### src/rtl/vga_pkg.sv
// Shared cell codes, colour constants and default timing for the VGA pixel pipeline.
package vga_pkg;

    localparam int DEFAULT_ACTIVE_COLUMNS = 640;
    localparam int DEFAULT_ACTIVE_ROWS    = 480;
    localparam int DEFAULT_RAM_LATENCY    = 2;
    localparam int DEFAULT_CELL_WIDTH     = 2;

    typedef enum logic [1:0] {
        EMPTY = 2'd0,
        SAND  = 2'd1,
        WALL  = 2'd2,
        WATER = 2'd3
    } cell_t;

    typedef enum logic {
        IDLE    = 1'b0,
        PENDING = 1'b1
    } swap_state_t;

    typedef struct packed {
        logic [3:0] red;
        logic [3:0] green;
        logic [3:0] blue;
    } rgb_t;

    localparam rgb_t COLOUR_EMPTY = '{red: 4'h0, green: 4'h0, blue: 4'h0};
    localparam rgb_t COLOUR_SAND  = '{red: 4'hD, green: 4'hB, blue: 4'h5};
    localparam rgb_t COLOUR_WALL  = '{red: 4'h8, green: 4'h8, blue: 4'h8};
    localparam rgb_t COLOUR_WATER = '{red: 4'h2, green: 4'h5, blue: 4'hF};
    localparam rgb_t COLOUR_ERROR = '{red: 4'hF, green: 4'h0, blue: 4'hF};

    // Codes outside the defined cell set show as magenta so corrupt cells stand out on screen.
    function automatic rgb_t cell_colour(input logic [31:0] code);
        rgb_t colour;
        if (code > 32'd3) begin
            colour = COLOUR_ERROR;
        end else begin
            case (cell_t'(code[1:0]))
                EMPTY:   colour = COLOUR_EMPTY;
                SAND:    colour = COLOUR_SAND;
                WALL:    colour = COLOUR_WALL;
                WATER:   colour = COLOUR_WATER;
                default: colour = COLOUR_ERROR;
            endcase
        end
        return colour;
    endfunction

endpackage

### src/rtl/sync_delay_line.sv
// DEPTH x WIDTH shift register with a configurable reset value, used to
// keep sync and enable timing aligned with the framebuffer read path.
module sync_delay_line #(
    parameter int               DEPTH       = 1,
    parameter int               WIDTH       = 1,
    parameter logic [WIDTH-1:0] RESET_VALUE = '0
) (
    input  logic             clk_i,
    input  logic             reset_i,
    input  logic [WIDTH-1:0] data_i,
    output logic [WIDTH-1:0] data_o
);

    logic [WIDTH-1:0] stages [DEPTH];

    always_ff @(posedge clk_i or posedge reset_i) begin
        if (reset_i) begin
            for (int i = 0; i < DEPTH; i++) begin
                stages[i] <= RESET_VALUE;
            end
        end else begin
            stages[0] <= data_i;
            for (int i = 1; i < DEPTH; i++) begin
                stages[i] <= stages[i-1];
            end
        end
    end

    assign data_o = stages[DEPTH-1];

endmodule

### src/rtl/vga_pixel_pipeline.sv
// Framebuffer-to-VGA pixel pipeline: issues cell reads, maps cells to colour,
// delays syncs to match, and swaps display buffers only at frame boundaries.
module vga_pixel_pipeline
    import vga_pkg::*;
#(
    parameter int  ACTIVE_COLUMNS = DEFAULT_ACTIVE_COLUMNS,
    parameter int  ACTIVE_ROWS    = DEFAULT_ACTIVE_ROWS,
    parameter int  RAM_LATENCY    = DEFAULT_RAM_LATENCY,
    parameter int  CELL_WIDTH     = DEFAULT_CELL_WIDTH,
    localparam int PW             = $clog2(ACTIVE_COLUMNS * ACTIVE_ROWS)
) (
    input  logic                  clk_i,
    input  logic                  reset_i,
    input  logic                  hsync_i,
    input  logic                  vsync_i,
    input  logic                  video_en_i,
    input  logic [PW-1:0]         pixel_i,
    output logic                  rd_en_o,
    output logic [PW:0]           rd_addr_o,
    input  logic [CELL_WIDTH-1:0] rd_data_i,
    input  logic                  swap_req_i,
    output logic                  swap_ack_o,
    output logic                  buffer_sel_o,
    output logic                  frame_done_o,
    output logic                  hsync_o,
    output logic                  vsync_o,
    output logic [3:0]            red_o,
    output logic [3:0]            green_o,
    output logic [3:0]            blue_o
);

    localparam int            TOTAL_LATENCY = RAM_LATENCY + 2;
    localparam logic [PW-1:0] LAST_PIXEL    = PW'(ACTIVE_COLUMNS * ACTIVE_ROWS - 1);

    swap_state_t swap_state;
    logic        end_of_frame;
    logic [2:0]  timing_d;
    rgb_t        colour;

    assign end_of_frame = video_en_i && (pixel_i == LAST_PIXEL);

    always_ff @(posedge clk_i or posedge reset_i) begin
        if (reset_i) begin
            rd_en_o   <= 1'b0;
            rd_addr_o <= '0;
        end else begin
            rd_en_o   <= video_en_i;
            rd_addr_o <= {buffer_sel_o, pixel_i};
        end
    end

    // The buffer bit flips together with frame_done_o, so every address of a frame carries one buffer.
    always_ff @(posedge clk_i or posedge reset_i) begin
        if (reset_i) begin
            swap_state   <= IDLE;
            buffer_sel_o <= 1'b0;
            swap_ack_o   <= 1'b0;
            frame_done_o <= 1'b0;
        end else begin
            frame_done_o <= end_of_frame;
            swap_ack_o   <= 1'b0;
            case (swap_state)
                IDLE: begin
                    if (swap_req_i) begin
                        if (end_of_frame) begin
                            buffer_sel_o <= ~buffer_sel_o;
                            swap_ack_o   <= 1'b1;
                        end else begin
                            swap_state <= PENDING;
                        end
                    end
                end
                PENDING: begin
                    if (end_of_frame) begin
                        buffer_sel_o <= ~buffer_sel_o;
                        swap_ack_o   <= 1'b1;
                        swap_state   <= IDLE;
                    end
                end
                default: swap_state <= IDLE;
            endcase
        end
    end

    // One stage short of the full latency: the colour register below supplies the last stage.
    sync_delay_line #(
        .DEPTH       (TOTAL_LATENCY - 1),
        .WIDTH       (3),
        .RESET_VALUE (3'b110)
    ) u_timing_delay (
        .clk_i   (clk_i),
        .reset_i (reset_i),
        .data_i  ({hsync_i, vsync_i, video_en_i}),
        .data_o  (timing_d)
    );

    assign colour = timing_d[0] ? cell_colour(32'(rd_data_i)) : COLOUR_EMPTY;

    always_ff @(posedge clk_i or posedge reset_i) begin
        if (reset_i) begin
            hsync_o <= 1'b1;
            vsync_o <= 1'b1;
            red_o   <= 4'h0;
            green_o <= 4'h0;
            blue_o  <= 4'h0;
        end else begin
            hsync_o <= timing_d[2];
            vsync_o <= timing_d[1];
            red_o   <= colour.red;
            green_o <= colour.green;
            blue_o  <= colour.blue;
        end
    end

endmodule

### config.mk
export PLATFORM = sky130hd
export DESIGN_NAME = vga_pixel_pipeline
export DESIGN_NICKNAME = d
export VERILOG_FILES = /design/src/rtl/vga_pkg.sv /design/src/rtl/sync_delay_line.sv /design/src/rtl/vga_pixel_pipeline.sv
export SDC_FILE = /design/constraint.sdc
export NUM_CORES = 1
export LEC_CHECK = 0
export CORE_ASPECT_RATIO = 1.1
export CORE_MARGIN = 1
export CORE_UTILIZATION = 53
export DETAILED_ROUTE_END_ITERATION = 16
export DONT_BUFFER_PORTS = 1
export GPL_TIMING_DRIVEN = 1
export PLACE_DENSITY = 0.7
export SYNTH_ARGS = -nofsm -noshare
export SYNTH_HDL_FRONTEND = slang
export SYNTH_SLANG_ARGS = --single-unit
### constraint.sdc
create_clock -name clk_i -period 1.05 [get_ports clk_i]
set_input_delay 0.105 -clock clk_i [delete_from_list [all_inputs] [get_ports clk_i]]
set_output_delay 0.105 -clock clk_i [all_outputs]
set_load 0.005 [all_outputs]
==> impl_metrics.json <==
{
  "area_growth_pct": 23.41,
  "drc": 0,
  "rsz0062_at_grt": "no",
  "gp_congestion": 0.7449,
  "die_w_um": 48.42,
  "dp_slack_ns": 0.1165,
  "setup_tns_ns": 0,
  "firstDrtPassIters": 2,
  "syn_avg_cell_area_um2": 17.21,
  "crit_fanout": 1,
  "drive_above_1_share_pct": 20.00,
  "cap_viol_max_count": 0,
  "fin_skew_ns": 0.01317,
  "yosysUniqueCellTypes": 16,
  "wl_um": 1846,
  "cp.arrival_ns": 0.86,
  "intPower_mw": 1.959,
  "combinationalPowerShare_pct": 5.2,
  "first_iter_violations": 6,
  "syn_inst": 73,
  "initial_utilization_pct": 55.78,
  "multi_input_comb_area_um2": 181.4,
  "yosys.area.top_type": "dfrtp_1",
  "grt_pass1_wl_um": 2842,
  "core_um2": 2252,
  "ys_warn_count": 0,
  "yosys-top-cells-area": "dfrtp_1 (64%), dfstp_2 (17%), buf_4 (4.2%)",
  "seqCellArea_um2": 1011,
  "first_global_vias": 684,
  "final_hold_viol_count": 0,
  "die_h_um": 53.06,
  "critPathKind": "register to output pin",
  "cts_resized": 0,
  "viasPerCell": 4.846,
  "cts.clk_slew.worst_paths_ns": 0.12,
  "p_sw_share_pct": 21.88,
  "cts_buffer_depth": 2,
  "vias": 630,
  "syn_nets": 104,
  "slew_violations": 0,
  "syn_area_um2": 1256,
  "outcome": "completed",
  "p_clk_share_pct": 28.6,
  "placed_cell_area_um2": 1256,
  "slew_headroom_pct": 78.31,
  "p_switching_mw": 0.5488,
  "ir_worst_vdd_mv": 1.276,
  "stdcell_count": 130,
  "dp_hpwl_um": 1204,
  "fmaxAchievable_mhz": 1039,
  "synth-seq-cells": 40,
  "ys_seq_area_share_pct": 80.48,
  "yosys.area.top_type_share_pct": 63.75,
  "antennaDiodeCount": 0,
  "cts_buffers": 5,
  "rows": 18,
  "overflow": 0,
  "report.power.total_mw": 2.508,
  "fin_area_um2": 1550,
  "holdCritPathClass": "input port to register",
  "wl_per_cell_um": 14.20,
  "antenna_left": 0,
  "place_inst": 98,
  "grt_use_total_pct": 16.42,
  "startpoint_type": "register",
  "cp-end-kind": "output pin",
  "p_seq_share_pct": 66.2,
  "worstPathRequired_ns": 0.94,
  "clock_sinks": 40,
  "layout_common_cells": "dfrtp_1 (32), dlygate4sd3_1 (24), dfstp_2 (8), clkbuf_4 (5)",
  "finalCriticalPeriod_ns": 0.9625,
  "worst_slack_ns": 0.08748,
  "fill_cells": 160,
  "final_common_cell": "dfrtp_1",
  "p_leak_nw": 0.6957,
  "setup_violations": 0,
  "post-route-period-util_pct": 91.67,
  "dieArea_um2": 2569,
  "num_io_pins": 65,
  "grt_antenna_before_repair": 0,
  "num-nets-final": 130,
  "htree_levels": 2,
  "cts_root_buf": "clkbuf_4",
  "cts_tree": "built",
  "clk_latency_ns": 0.33,
  "io_buffers": 0,
  "max_slew.worst_pin.slew_ns": 0.3254,
  "power_density_nw_per_um2": 1618,
  "grt_max_degree": 28
}
## per-stage QoR
stage          utilization [%]  hold slack (ns)
4_1_cts                  68.83          0.01990
6_report                 68.83          0.03499
3_5_place_dp             55.78          0.02246
5_1_grt                  68.83          0.01448
3_3_place_gp             55.78          0.01402
2_1_floorplan                -           0.1095
## layer usage
metal | vias to the layer above | global-route usage, % | share of wire (%)
met5 | - | 0 | 0
met4 | 0 | 12.25 | 2.0
met3 | 5 | 7.471 | 8.4
met2 | 38 | 27.70 | 53
met1 | 305 | 16.11 | 37
li1 | 282 | - | -
## repair_timing
item,4_1_cts,5_1_grt
hold buffers,24,0
endpoints found under the hold margin,63,0
buffers inserted,0,0
## cell type report
cell class,instances,share of cell area [%]
flip-flops and latches,40,65.21
multi-input cells,23,11.70
repair buffers,26,16.46
inverters,3,0.7264
clock inverters,2,0.8071
well taps,30,2.421
clock buffers,6,2.663
## flip-flops by register name, indices dropped and copies added (netlist names)
register,count
vsync_o,1
u_timing_delay.stages,6
hsync_o,1
buffer_sel_o,1
swap_ack_o,1
frame_done_o,1
swap_state,1
green_o,2
u_timing_delay.data_o,3
rd_addr_o,20
blue_o,3
## synthesized netlist by cell type
library cell	instances
and2b_1	1
and2_1	3
or2_2	1
xnor2_1	1
nand3b_1	1
nor3_2	1
nor2_1	4
nand4bb_1	2
nor3b_1	1
ha_1	4
inv_1	3
buf_4	7
nand4_1	3
and2_4	1
dfstp_2	8
dfrtp_1	32
## kinds of logic (layout without fill, tap and decap cells)
| family | count (synthesis) | after routing | share of synthesized area, % |
|---|---|---|---|
| and+or+nand+nor | 18 | 18 | 9.762 |
| buffers and inverters | 10 | 37 | 5.080 |
| adders and majority gates | 4 | 4 | 3.984 |
| DFF | 40 | 40 | 80.48 |
| xor gates and xnor gates | 1 | 1 | 0.6973 |
## power groups by stage
stage / sequential (mW) / combinational [mW] / clock [mW]
after floorplan: 1.68 / 0.0659 / 0
after global placement: 1.69 / 0.0597 / 0
after detailed placement: 1.69 / 0.0629 / 0
after CTS: 1.66 / 0.133 / 0.749
after global routing: 1.67 / 0.145 / 0.806
final: 1.66 / 0.131 / 0.718
## worst paths after layout
| kind | start | to | slack, ns | cells after the start |
|---|---|---|---|---|
| worst min register to register | u_timing_delay.stages[5]$_DFF_PP1_ | u_timing_delay.data_o[2]$_DFF_PP1_ | 0.36 | 0 |
| min in group asynchronous | reset_i | rd_addr_o[17]$_DFF_PP0_ | 0.21 | 3 |
| worst max register to register | u_timing_delay.data_o[0]$_DFF_PP0_ | blue_o[2]$_DFF_PP0_ | 0.11 | 2 |
| worst min-delay path | pixel_i[3] | frame_done_o$_DFF_PP0_ | 0.03 | 3 |
| worst max-delay path | hsync_o$_DFF_PP1_ | hsync_o | 0.09 | 0 |
| max in group asynchronous | reset_i | u_timing_delay.data_o[0]$_DFF_PP0_ | 0.51 | 3 |
Power figures use the tool's default switching activity.
